[config.mk]
export PLATFORM = sky130hd
export DESIGN_NAME = selftest_runner_flat
export DESIGN_NICKNAME = d
export VERILOG_FILES = /design/src/rtl/selftest_runner_pkg.sv /design/src/rtl/selftest_runner_if.sv /design/src/rtl/selftest_runner_timeout_ctr.sv /design/src/rtl/selftest_runner.sv /design/src/flat_wrapper.sv
export SDC_FILE = /design/constraint.sdc
export NUM_CORES = 1
export LEC_CHECK = 0
export CAP_MARGIN = 20
export CORE_AREA = 2 2 416 418
export CTS_BUF_LIST = sky130_fd_sc_hd__clkbuf_4
export DETAILED_ROUTE_END_ITERATION = 7
export DIE_AREA = 0 0 418 420
export GPL_ROUTABILITY_DRIVEN = 0
export SLEW_MARGIN = 20
export SYNTH_ARGS = -nofsm -noshare
export SYNTH_HDL_FRONTEND = slang
export SYNTH_SLANG_ARGS = --single-unit
[constraint.sdc]
create_clock -name clk -period 2.2 [get_ports clk]
set_clock_uncertainty 0.2 [all_clocks]
set_input_delay 0.44 -clock clk [delete_from_list [all_inputs] [get_ports clk]]
set_output_delay 0.44 -clock clk [all_outputs]
set_load 0.02 [all_outputs]
[src/rtl/selftest_runner_pkg.sv]
// Shared definitions for the self-test sequencer: curve prime, FSM encoding
// and the result-word packing helper.
package selftest_runner_pkg;

  // 2^255 - 19
  localparam logic [254:0] P25519 = {{250{1'b1}}, 5'b01101};

  typedef logic [2:0] state_t;

  localparam state_t ST_IDLE  = 3'd0;
  localparam state_t ST_ISSUE = 3'd1;
  localparam state_t ST_WAIT  = 3'd2;
  localparam state_t ST_CHECK = 3'd3;
  localparam state_t ST_NEXT  = 3'd4;
  localparam state_t ST_DONE  = 3'd5;

  // Result word idx of width w lives at bits [idx*w +: w].
  function automatic int word_lsb(input int idx, input int w);
    return idx * w;
  endfunction

endpackage

[src/rtl/selftest_runner_if.sv]
// Request/result handshake between the self-test sequencer (master) and the
// arithmetic core under test (slave).
interface selftest_runner_if #(
  parameter int unsigned DW = 510
);
  logic          dut_req_valid;
  logic          dut_req_ready;
  logic          dut_res_valid;
  logic          dut_res_ready;
  logic [DW-1:0] dut_res;

  modport master (
    output dut_req_valid, dut_res_ready,
    input  dut_req_ready, dut_res_valid, dut_res
  );

  modport slave (
    input  dut_req_valid, dut_res_ready,
    output dut_req_ready, dut_res_valid, dut_res
  );
endinterface

[src/rtl/selftest_runner_timeout_ctr.sv]
// Watchdog timer for one outstanding DUT request; o_expired flags the last
// allowed cycle so the caller can abort on the same edge.
module selftest_timeout_ctr #(
  parameter int unsigned TIMEOUT = 16777216
) (
  input  logic clk,
  input  logic rst,
  input  logic i_clear,
  input  logic i_enable,
  output logic o_expired
);

  localparam int unsigned CW = $clog2(TIMEOUT + 1);
  localparam logic [CW-1:0] LIMIT = CW'(TIMEOUT - 1);

  logic [CW-1:0] r_count;

  assign o_expired = i_enable && (r_count == LIMIT);

  always_ff @(posedge clk) begin
    if (rst || i_clear) begin
      r_count <= '0;
    end else if (i_enable && !o_expired) begin
      r_count <= r_count + 1'b1;
    end
  end

endmodule

[src/rtl/selftest_runner.sv]
// On-chip self-test sequencer: issues N_VEC requests to an arithmetic core,
// compares each result against the external vector ROM and tallies verdicts.
module selftest_runner
  import selftest_runner_pkg::*;
#(
  parameter int unsigned W       = 255,
  parameter int unsigned NOUT    = 2,
  parameter int unsigned N_VEC   = 4,
  parameter int unsigned TIMEOUT = 16777216,
  parameter int unsigned CNT_W   = 8
) (
  input  logic                 clk,
  input  logic                 rst,
  input  logic                 start,
  input  logic                 loop_mode,
  output logic [7:0]           vec_idx,
  input  logic [NOUT*W-1:0]    exp_data,
  selftest_runner_if.master    dut_if,
  output logic                 busy,
  output logic                 done,
  output logic                 timeout_flag,
  output logic [CNT_W-1:0]     pass_count,
  output logic [CNT_W-1:0]     fail_count,
  output logic [7:0]           last_fail_idx
);

  localparam logic [7:0] LAST_IDX = 8'(N_VEC - 1);

  state_t          r_state;
  logic [7:0]      r_vec_idx;
  logic [7:0]      r_last_fail;
  logic [CNT_W-1:0] r_pass;
  logic [CNT_W-1:0] r_fail;
  logic            r_loop;
  logic            r_timeout;
  logic            r_match;

  logic            w_expired;
  logic [NOUT-1:0] w_word_eq;

  function automatic logic [CNT_W-1:0] sat_inc(input logic [CNT_W-1:0] v);
    return (&v) ? v : v + 1'b1;
  endfunction

  // NOTE: every variable written in always_comb gets a default first, so no path can infer a latch.
  always_comb begin
    w_word_eq = '0;
    for (int i = 0; i < NOUT; i++) begin
      w_word_eq[i] = (dut_if.dut_res[word_lsb(i, W) +: W] == exp_data[word_lsb(i, W) +: W]);
    end
  end

  selftest_timeout_ctr #(
    .TIMEOUT (TIMEOUT)
  ) u_timer (
    .clk       (clk),
    .rst       (rst),
    .i_clear   (r_state != ST_WAIT),
    .i_enable  (r_state == ST_WAIT),
    .o_expired (w_expired)
  );

  // NOTE: sequential state uses non-blocking assignments so all registers update from pre-edge values.
  always_ff @(posedge clk) begin
    if (rst) begin
      r_state     <= ST_IDLE;
      r_vec_idx   <= '0;
      r_last_fail <= '0;
      r_pass      <= '0;
      r_fail      <= '0;
      r_loop      <= 1'b0;
      r_timeout   <= 1'b0;
      r_match     <= 1'b0;
    end else begin
      case (r_state)
        ST_IDLE, ST_DONE: begin
          if (start) begin
            r_vec_idx   <= '0;
            r_last_fail <= '0;
            r_pass      <= '0;
            r_fail      <= '0;
            r_timeout   <= 1'b0;
            r_loop      <= loop_mode;
            r_state     <= ST_ISSUE;
          end
        end
        ST_ISSUE: begin
          if (dut_if.dut_req_ready) r_state <= ST_WAIT;
        end
        ST_WAIT: begin
          // A result arriving on the final timer cycle still counts.
          if (dut_if.dut_res_valid) begin
            r_match <= &w_word_eq;
            r_state <= ST_CHECK;
          end else if (w_expired) begin
            r_fail      <= sat_inc(r_fail);
            r_last_fail <= r_vec_idx;
            r_timeout   <= 1'b1;
            r_state     <= ST_DONE;
          end
        end
        ST_CHECK: begin
          if (r_match) begin
            r_pass <= sat_inc(r_pass);
          end else begin
            r_fail      <= sat_inc(r_fail);
            r_last_fail <= r_vec_idx;
          end
          r_state <= ST_NEXT;
        end
        ST_NEXT: begin
          if (r_vec_idx != LAST_IDX) begin
            r_vec_idx <= r_vec_idx + 8'd1;
            r_state   <= ST_ISSUE;
          end else if (r_loop) begin
            r_vec_idx <= '0;
            r_state   <= ST_ISSUE;
          end else begin
            r_state <= ST_DONE;
          end
        end
        default: r_state <= ST_IDLE;
      endcase
    end
  end

  assign dut_if.dut_req_valid = (r_state == ST_ISSUE);
  assign dut_if.dut_res_ready = (r_state == ST_WAIT);

  assign busy          = (r_state == ST_ISSUE) || (r_state == ST_WAIT) ||
                         (r_state == ST_CHECK) || (r_state == ST_NEXT);
  assign done          = (r_state == ST_DONE);
  assign vec_idx       = r_vec_idx;
  assign timeout_flag  = r_timeout;
  assign pass_count    = r_pass;
  assign fail_count    = r_fail;
  assign last_fail_idx = r_last_fail;

endmodule

[src/flat_wrapper.sv]
// flat-port wrapper written by rule: the top's interface ports become plain ports
module selftest_runner_flat import selftest_runner_pkg::*;
#(
  parameter int unsigned W       = 255,
  parameter int unsigned NOUT    = 2,
  parameter int unsigned N_VEC   = 4,
  parameter int unsigned TIMEOUT = 16777216,
  parameter int unsigned CNT_W   = 8
)
  (clk, rst, start, loop_mode, vec_idx, exp_data, busy, done, timeout_flag, pass_count, fail_count, last_fail_idx, dut_if_dut_req_valid, dut_if_dut_res_ready, dut_if_dut_req_ready, dut_if_dut_res_valid, dut_if_dut_res);
  selftest_runner_if #(.DW((NOUT * W))) dut_if_i ();
  input  logic clk;
  input  logic rst;
  input  logic start;
  input  logic loop_mode;
  output logic [7:0] vec_idx;
  input  logic [NOUT*W-1:0] exp_data;
  output logic busy;
  output logic done;
  output logic timeout_flag;
  output logic [CNT_W-1:0] pass_count;
  output logic [CNT_W-1:0] fail_count;
  output logic [7:0] last_fail_idx;
  output wire logic [$bits(dut_if_i.dut_req_valid)-1:0] dut_if_dut_req_valid;
  output wire logic [$bits(dut_if_i.dut_res_ready)-1:0] dut_if_dut_res_ready;
  input wire logic [$bits(dut_if_i.dut_req_ready)-1:0] dut_if_dut_req_ready;
  input wire logic [$bits(dut_if_i.dut_res_valid)-1:0] dut_if_dut_res_valid;
  input wire logic [$bits(dut_if_i.dut_res)-1:0] dut_if_dut_res;
  assign dut_if_dut_req_valid = dut_if_i.dut_req_valid;
  assign dut_if_dut_res_ready = dut_if_i.dut_res_ready;
  assign dut_if_i.dut_req_ready = dut_if_dut_req_ready;
  assign dut_if_i.dut_res_valid = dut_if_dut_res_valid;
  assign dut_if_i.dut_res = dut_if_dut_res;
  selftest_runner #(.W(W), .NOUT(NOUT), .N_VEC(N_VEC), .TIMEOUT(TIMEOUT), .CNT_W(CNT_W)) u_core (.clk(clk), .rst(rst), .start(start), .loop_mode(loop_mode), .vec_idx(vec_idx), .exp_data(exp_data), .dut_if(dut_if_i), .busy(busy), .done(done), .timeout_flag(timeout_flag), .pass_count(pass_count), .fail_count(fail_count), .last_fail_idx(last_fail_idx));
endmodule
* Word-level counts from Yosys, hierarchy flattened
Cells that the tools add are included.
** Word-level totals
- Register bits after elaboration :: 63
- Logic and storage cells :: 82
** Operators by class
- Add/subtract/negate cells :: 4
- Eq/ne operators :: 19
- Multiplexer cells :: 27
- Reduce and logical (&&, ||, !) cells :: 23
** Operator list (number)
- equality test 255 bit :: 2
- two-way mux 8 bit :: 12
- one-hot mux 8 bit (3 select lines) :: 2
- one-hot mux 8 bit (2 select lines) :: 2
- adder 25 x 1 -> 25 bit, second input constant :: 1
- equality test 25 x 24 -> 1 bit, second input constant :: 1
- adder 8 x 1 -> 8 bit, second input constant :: 3
- two-way mux 3 bit :: 6
- AND reduction 8 bit :: 2
- one-hot mux 3 bit (5 select lines) :: 1
- != test 2 bit, second input constant :: 4
- != test 8 x 2 -> 1 bit, second input constant :: 1
- AND reduction 4 bit :: 2
- equality test 3 x 2 -> 1 bit, second input constant :: 2
- equality test 3 bit, second input constant :: 2
- != test 2 x 1 -> 1 bit, second input constant :: 3
- != test 3 x 2 -> 1 bit, second input constant :: 2
- AND reduction 2 bit :: 3
- AND reduction 3 bit :: 2
- nonzero test 2 bit :: 3
- AND reduction 5 bit :: 1
- logical OR 1 bit :: 4
- equality test 3 x 1 -> 1 bit, second input constant :: 1
- zero test 3 bit :: 1
- other kinds (7) :: 10

* Depth between registers and ports, before layout
Gate-level depths: netlist (run 1).
- Word-level depth :: 5
- Gate-level depth with buffers :: 11

* By module
From an unflattened synthesis (run 1), not the netlist that was laid out.
** Second synthesis, totals
- Cells, all modules :: 1050
- Area total of the unflattened synthesis :: 8682.1 um^2
** By module, submodules not included
- selftest_runner :: instances 1, cells each 903, area each 7382.1 um^2, sequential area each 760.7 um^2
- selftest_timeout_ctr :: instances 1, cells each 147, area each 1300.0 um^2, sequential area each 500.5 um^2

* Worst setup path after synthesis (run 1)
No wires, ideal clock.
- Path type :: register to register
- Start :: register u_core.r_vec_idx[0] (netlist: u_core.vec_idx[0])
- End :: register u_core.r_vec_idx[7] (netlist: u_core.vec_idx[7])
- Setup time :: 0.133 ns
- Arrival time :: 2.136 ns
- Required time :: 1.867 ns
- Slack :: -0.269 ns
- Stages on the path, launching flop included :: 9
- Path buffers :: 0
- Path through :: dfxtp_1 ha_1 or4b_4 o311ai_4 a31oi_4 and3_4 nand4_1 xor2_1 nor2_1
** Between the ends
- Longest elaborated chain between the ends :: 3
- Elaborated cells between the ends (all ways) :: 6
- Classes of those cells :: add/sub (1); eq/ne (2); mux (2); reduce/logical (1)
** RTL lines
- start, declared :: line selftest_runner.sv:30 : logic [7:0] r_vec_idx;
- start signal, assigned :: line selftest_runner.sv:113 : r_vec_idx <= r_vec_idx + 8'd1;
- adder 8 x 1 -> 8 bit or != test 8 x 2 -> 1 bit (tied branches) :: line selftest_runner.sv:113, selftest_runner.sv:112
- two-way mux 8 bit or != test 3 x 1 -> 1 bit (tied branches)
- one-hot mux 8 bit (2 select lines) or AND reduction 3 bit (tied branches)
Parallel ways exist; a longest one is shown, timed or not.
A chain may end at the register's enable or synchronous reset.

* Worst setup path after layout (run 1)
- Start :: register u_core.r_state[2]
- End :: register u_core.r_match
** Between the ends
- Longest elaborated chain between the ends :: 2
** RTL lines
- start, declared :: line selftest_runner.sv:29 : state_t r_state;
- start signal, assigned :: line selftest_runner.sv:66 : r_state <= ST_IDLE;
- start signal, assigned :: line selftest_runner.sv:84 : r_state <= ST_ISSUE;
- start signal, assigned :: line selftest_runner.sv:88 : if (dut_if.dut_req_ready) r_state <= ST_WAIT;
- equality test 3 x 2 -> 1 bit :: line selftest_runner.sv:75 : case (r_state)
- AND reduction 2 bit (no source line)
- end signal, assigned :: line selftest_runner.sv:93 : r_match <= &w_word_eq;
- end, declared :: line selftest_runner.sv:36 : logic r_match;
No other way between the ends.

==> results of run 1 <==
## flip-flops by register name, indices dropped and copies added (netlist names)
signal	count
u_core.u_timer.r_count	25
u_core.fail_count	8
u_core.last_fail_idx	8
u_core.pass_count	8
u_core.vec_idx	8
u_core.r_state	3
u_core.r_loop	1
u_core.r_match	1
u_core.timeout_flag	1
## layer usage
layer  share of wire [%]  vias to the layer above  wire length (µm)
met4                 4.7                      266              7140
met1                  31                     6616             46600
met3                  17                      702             25500
li1                    -                     6159                 -
met5                 1.2                        -              1790
met2                  46                     1188             70300
## power by group
group	total, mW	internal (mW)	switching [mW]
Combinational	4.02	2.40	1.62
Clock	1.04	0.474	0.566
Sequential	1.18	1.16	0.0189
Total	6.24	4.03	2.21
## synthesized netlist by cell type (3+ instances only)
cell	n	area [µm²]
clkbuf_1	7	26.3
and3_1	6	37.5
o211ai_1	4	30.0
nor4_1	62	388
a21oi_1	26	130
nor3_1	12	60.1
dfxtp_1	63	1260
nand3_1	29	145
or3_1	5	31.3
o31ai_1	4	30.0
nand4_1	118	738
inv_1	6	22.5
o21ai_1	5	25.0
xor2_1	179	1570
nor2_1	52	195
o21ai_0	9	45.0
and4_1	3	26.3
ha_1	4	50.1
nand2_1	32	120
xnor2_1	365	3200
## worst max-delay path by stage
stage,startpoint,to,cells after the start
floorplan,u_core.vec_idx[1],u_core.vec_idx[7],8
global placement,exp_data[97],u_core.r_match,11
detailed placement,exp_data[97],u_core.r_match,11
CTS,u_core.r_state[1],u_core.r_match,10
global route,u_core.u_timer.r_count[1],u_core.fail_count[3],9
finish,u_core.r_state[2],u_core.r_match,11
## cell type report
class | instances | share of cell area [%]
repair buffers | 1188 | 49.2
multi-input cells | 957 | 33.1
well taps | 2233 | 10.9
flip-flops and latches | 63 | 5.01
diodes | 91 | 0.888
clock inverters | 7 | 0.390
clock buffers | 9 | 0.263
inverters | 9 | 0.190
## worst max-delay path, stage by stage, from the launching register on
cell	delay [ns]
dfxtp_4	0.39
nor2b_4	0.14
nand2_4	0.08
clkinv_8	0.05
buf_12	0.12
nand4_1	0.14
nor4_2	0.20
nand4_1	0.20
nor4_4	0.32
buf_6	0.20
nand3_2	0.09
o22ai_2	0.11
## stage by stage
stage / instance area (µm²) / setup slack (ns) / total power [mW]
after global routing: 25500 / -0.208 / 6.52
final: 25600 / -0.114 / 6.24
after floorplan: 8650 / 0.00598 / 2.26
after global placement: 22900 / -1.86 / 5.11
after detailed placement: 22900 / -1.71 / 5.14
after CTS: 23500 / -0.184 / 6.24
## timing repair
action                     4_1_cts  5_1_grt
buffers inserted                10       11
gates resized for setup        268      648
pin swaps                      115      284
setup endpoints to repair       45       52
## cell families after synthesis
kind of cell	after synthesis	synth area share [%]
DFF	63	14.6
AOI/OAI and AO/OA	64	4.97
and+or+nand+nor	344	23.4
xor gates and xnor gates	544	55.2
buffers and inverters	21	1.13
adders and majority gates	4	0.580
muxes	1	0.116
## layout by cell type (no fill, tap or decap), types with 9 or more instances in the layout
cell type        count
a21oi_1             18
buf_4              106
buf_6               18
clkbuf_2            21
clkbuf_4             9
clkdlybuf4s15_1     18
clkdlybuf4s50_1    458
dfxtp_1             52
diode_2             91
dlygate4sd2_1      100
dlymetal6s2s_1     451
nand2_1             27
nand3_1             18
nand3_2             10
nand4_1            118
nor2_1              45
nor4_1              27
nor4_2              23
nor4_4              16
xnor2_1            306
xnor2_2             56
xor2_1             169
xor2_2               9
==> results.py, run 1 <==
metrics = {
    "cts": {
        "cts_root_buf": "clkbuf_4",
        "h-tree-depth": 3,
        "clockBufferDepth": 2,
        "insertion_delay_ns": 0.49,
        "clock_sinks": 63,
        "numCtsBuffers": 9,
        "clk_transition_reported_paths_ns": 0.16,
        "postCtsHoldBufs": 0,
        "cts_tree": "built",
    },
    "final_layout": {
        "final_util_pct": 15.0,
        "multi_input_area_um2": 8490,
        "final_cells": 4557,
        "seqCellArea_um2": 1280,
        "syn2layout_area_growth_pct": 197,
        "finalNetCount": 3258,
        "n_fill_cell": 19277,
        "drive_gt1_share_pct": 16.3,
    },
    "grt": {
        "busiest_layer": "met2",
        "overflow": 0,
        "met2_usage_pct": 27.4,
        "grt_pass1_wl_um": 178000,
        "grt_pass1_vias": 14133,
        "antenna_found_initial": 373,
        "grt_max_degree": 23,
        "track_usage_pct": 16.4,
        "gr-usage-met1_pct": 15.3,
        "grtUsageMet3_pct": 12.5,
    },
    "yosys": {
        "yosysSeqAreaShare_pct": 14.6,
        "synthFlopType": "dfxtp_1",
        "synthArstFlopShare_pct": 0,
        "syn_avg_cell_area_um2": 8.29,
        "yosysWarnings": 0,
        "syn-cell-area_um2": 8630,
        "mappedNetlistNets": 2071,
        "synth_edf_count": 0,
        "yosysUniqueCellTypes": 60,
        "synth_seq_cells": 63,
        "syn_inst": 1041,
    },
    "sta": {
        "fmax_ghz": 0.432,
        "finalHoldViolations": 0,
        "finalSetupViolCount": 5,
        "worst_slack_ns": -0.114,
        "finalHoldWorstSlack_ns": 0.292,
        "tightest_slew_ns": 0.675,
        "finalCritPeriodShare_pct": 105,
        "report.final.slew_viol_count": 0,
        "slew_headroom_pct": 54.8,
        "tns_ns": -0.262,
        "rsz0062_at_grt": "yes",
        "period_minus_slack_ns": 2.31,
    },
    "placement": {
        "place_inst": 4434,
        "hpwl_um": 143000,
        "numPortBuffers": 1062,
    },
    "critical_path": {
        "rr_startpoint": "u_core.r_state[2]",
        "start_kind": "flip-flop",
        "r2r_setup_slack_ns": -0.11,
        "cp.required_ns": 2.44,
        "reg2reg_depth": 11,
        "r2r-end": "u_core.r_match",
        "worstSetupPathType": "reg2reg",
        "worst_setup_path_end_kind": "flip-flop",
        "worstPathMaxFanout": 2,
        "worstPathArrival_ns": 2.55,
    },
    "die": {
        "pin_count": 1063,
        "core-area_um2": 171000,
        "initial_core_util_pct": 5.05,
        "die_w_um": 418,
        "die_h_um": 420,
        "num_rows": 152,
        "die-area_um2": 176000,
    },
    "route": {
        "drc": 0,
        "drt-pass1-iter-count": 5,
        "vias": 14931,
        "drt_wl_total_um": 151000,
        "ant_nets": 0,
        "via_per_inst": 3.28,
        "first_iter_violations": 968,
        "routedWlPerCell_um": 33.2,
    },
    "pwr": {
        "ir_drop_uv": 241,
        "leakage_nw": 12.4,
        "p_per_area_nw_per_um2": 243,
    },
    "hold_path": {
        "min_to": "u_core.last_fail_idx[0]",
        "hold_path_depth": 2,
        "min_from": "u_core.last_fail_idx[0]",
        "hold_class": "reg2reg",
    },
    "job": {
        "drv_cap": 0,
    },
    "outcome": {
        "violations": "negative setup slack",
        "outcome": "complete, but fails checks",
    },
}
Power figures use the tool's default switching activity.
==> run 2: changes to the inputs <==
CORE_AREA = 2 2 410 412   (was 2 2 416 418)
DIE_AREA = 0 0 412 414   (was 0 0 418 420)
clock period = 2.8 ns   (was 2.2 ns; I/O delays follow)
==> run 2 against run 1 <==
- the run ends with design-rule violations left
- sequential cell count is the same
- non-clock buffer count is 48 lower
- die area down 2.8%
- clock power fell by 29%
- count of clock-buffer cells in the layout unchanged
- first-iteration DRC count decreased by 6.5%
- worst setup slack better by 0.16 ns
- hold slack worse by 0.022 ns
- critical path depth is the same
- power is 26% lower
- critical endpoint unchanged
- largest power group unchanged
==> results.py, run 2 (synthesis results as in run 1) <==
metrics = {
    "cts": {
        "clk_transition_reported_paths_ns": 0.14,
        "clock_sinks": 63,
        "h-tree-depth": 3,
        "postCtsHoldBufs": 0,
        "clockBufferDepth": 2,
        "post-cts-setup-buffers": 0,
        "cts_tree": "built",
        "numCtsBuffers": 9,
        "insertion_delay_ns": 0.45,
        "cts_root_buf": "clkbuf_4",
    },
    "die": {
        "pin_count": 1063,
        "core-area_um2": 166000,
        "num_rows": 150,
        "initial_core_util_pct": 5.19,
        "die_w_um": 412,
        "die_h_um": 414,
        "die-area_um2": 171000,
    },
    "final_layout": {
        "n_fill_cell": 18997,
        "syn2layout_area_growth_pct": 167,
        "finalNetCount": 3210,
        "largest_reg_flops": 25,
        "final_cells": 4430,
        "top_register": "u_core.u_timer.r_count",
        "design_area_um2": 23100,
        "seqCellArea_um2": 1260,
        "layout_commonest_cell": "clkdlybuf4s50_1",
        "layout_common_cells": "clkdlybuf4s50_1 (1,018), xnor2_1 (353), xor2_1 (179), nand4_1 (118), buf_4 (80)",
        "multi_input_area_um2": 7490,
        "drive_gt1_share_pct": 6.73,
        "final_util_pct": 13.9,
    },
    "pwr": {
        "leakage_nw": 7.46,
        "clkPwrFrac_pct": 15.9,
        "p_per_area_nw_per_um2": 200,
        "p_comb_share_pct": 64.2,
        "ir_drop_uv": 181,
        "p_switching_mw": 1.47,
        "p_int_mw": 3.15,
        "sw_frac_of_total_pct": 31.9,
        "power_mw": 4.62,
        "seqPwrFrac_pct": 19.9,
    },
    "route": {
        "vias": 13908,
        "drt-pass1-iter-count": 7,
        "drc": 2,
        "drt_wl_total_um": 135000,
        "first_iter_violations": 905,
        "routedWlPerCell_um": 30.6,
        "ant_nets": 0,
        "via_per_inst": 3.14,
    },
    "grt": {
        "track_usage_pct": 15.2,
        "overflow": 0,
        "grt_max_degree": 23,
        "grt_pass1_vias": 13850,
        "grt_pass1_wl_um": 164000,
        "antenna_found_initial": 243,
    },
    "critical_path": {
        "worst_setup_path_end_kind": "flip-flop",
        "worstPathMaxFanout": 1,
        "worstPathArrival_ns": 2.94,
        "cp.required_ns": 2.99,
        "start_kind": "input pin",
        "worstSetupPathType": "in2reg",
    },
    "sta": {
        "finalSetupViolCount": 0,
        "finalHoldViolations": 0,
        "finalHoldWorstSlack_ns": 0.270,
        "tightest_slew_ns": 0.898,
        "report.final.slew_viol_count": 0,
        "slew_headroom_pct": 40.1,
        "period_minus_slack_ns": 2.76,
        "fmax_ghz": 0.363,
        "finalCritPeriodShare_pct": 98.4,
        "rsz0062_at_grt": "yes",
    },
    "hold_path": {
        "hold_class": "reg2reg",
    },
    "outcome": {
        "outcome": "complete, but fails checks",
        "violations": "design-rule violations",
    },
    "placement": {
        "placed_cell_area_um2": 22600,
        "hpwl_um": 129000,
        "numPortBuffers": 1062,
        "place_inst": 4374,
    },
    "job": {
        "drv_cap": 0,
    },
}
## run 2: power by group through the flow
stage / Clock [mW] / Sequential [mW] / Combinational, mW
after detailed placement: 0 / 0.938 / 2.95
after floorplan: 0 / 0.946 / 0.824
after global placement: 0 / 0.937 / 2.94
after CTS: 0.763 / 0.918 / 2.98
final: 0.737 / 0.918 / 2.97
after global routing: 0.794 / 0.920 / 3.14
## run 2: worst paths after layout
path / start / endpoint / slack (ns) / depth (start not counted)
worst min register to register: u_core.last_fail_idx[5] / u_core.last_fail_idx[5] / 0.27 / 2
worst max register to register: u_core.r_state[1] / u_core.r_match / 0.21 / 11
worst min-delay path: u_core.last_fail_idx[5] / u_core.last_fail_idx[5] / 0.27 / 2
worst max-delay path: dut_if_dut_res[16] / u_core.r_match / 0.04 / 11
## run 2: metal layers
metal | vias up | share of wire, % | track usage (%) | wire length, µm
li1 | 5999 | - | - | -
met1 | 6285 | 36 | 16.4 | 49200
met2 | 1100 | 48 | 27.0 | 65600
met3 | 406 | 12 | 7.25 | 15700
met4 | 118 | 3.1 | 2.79 | 4210
met5 | - | 0.56 | 0 | 755
## run 2: repair_timing
item | in CTS | in global routing
endpoints found under the setup margin | 3 | 2
hold endpoints to repair | 0 | 0
pin swaps | 15 | 20
gates resized for setup | 38 | 40
## run 2: stage by stage
| stage | setup TNS, ns | worst slack, ns |
|---|---|---|
| floorplan | 0 | 0.331 |
| global placement | -1.95 | -1.95 |
| detailed placement | -2.32 | -2.01 |
| CTS | -0.0687 | -0.0687 |
| global route | -0.0377 | -0.0377 |
| finish | 0 | 0.0446 |
## run 2: cell type report
type	instances	area share [%]
well taps	2204	11.9
diodes	41	0.444
multi-input cells	957	32.5
repair buffers	1140	48.9
flip-flops and latches	63	5.46
inverters	9	0.157
clock buffers	9	0.293
clock inverters	7	0.379
## run 2: worst max-delay path, stage by stage
cell and delay (ns):
clkdlybuf4s50_1 0.65, xnor2_1 0.16, nand4_1 0.17, nor4_2 0.28, buf_4 0.15, nand4_1 0.11
nor4_2 0.32, buf_4 0.15, nand4_1 0.10, buf_4 0.18, o22ai_2 0.10
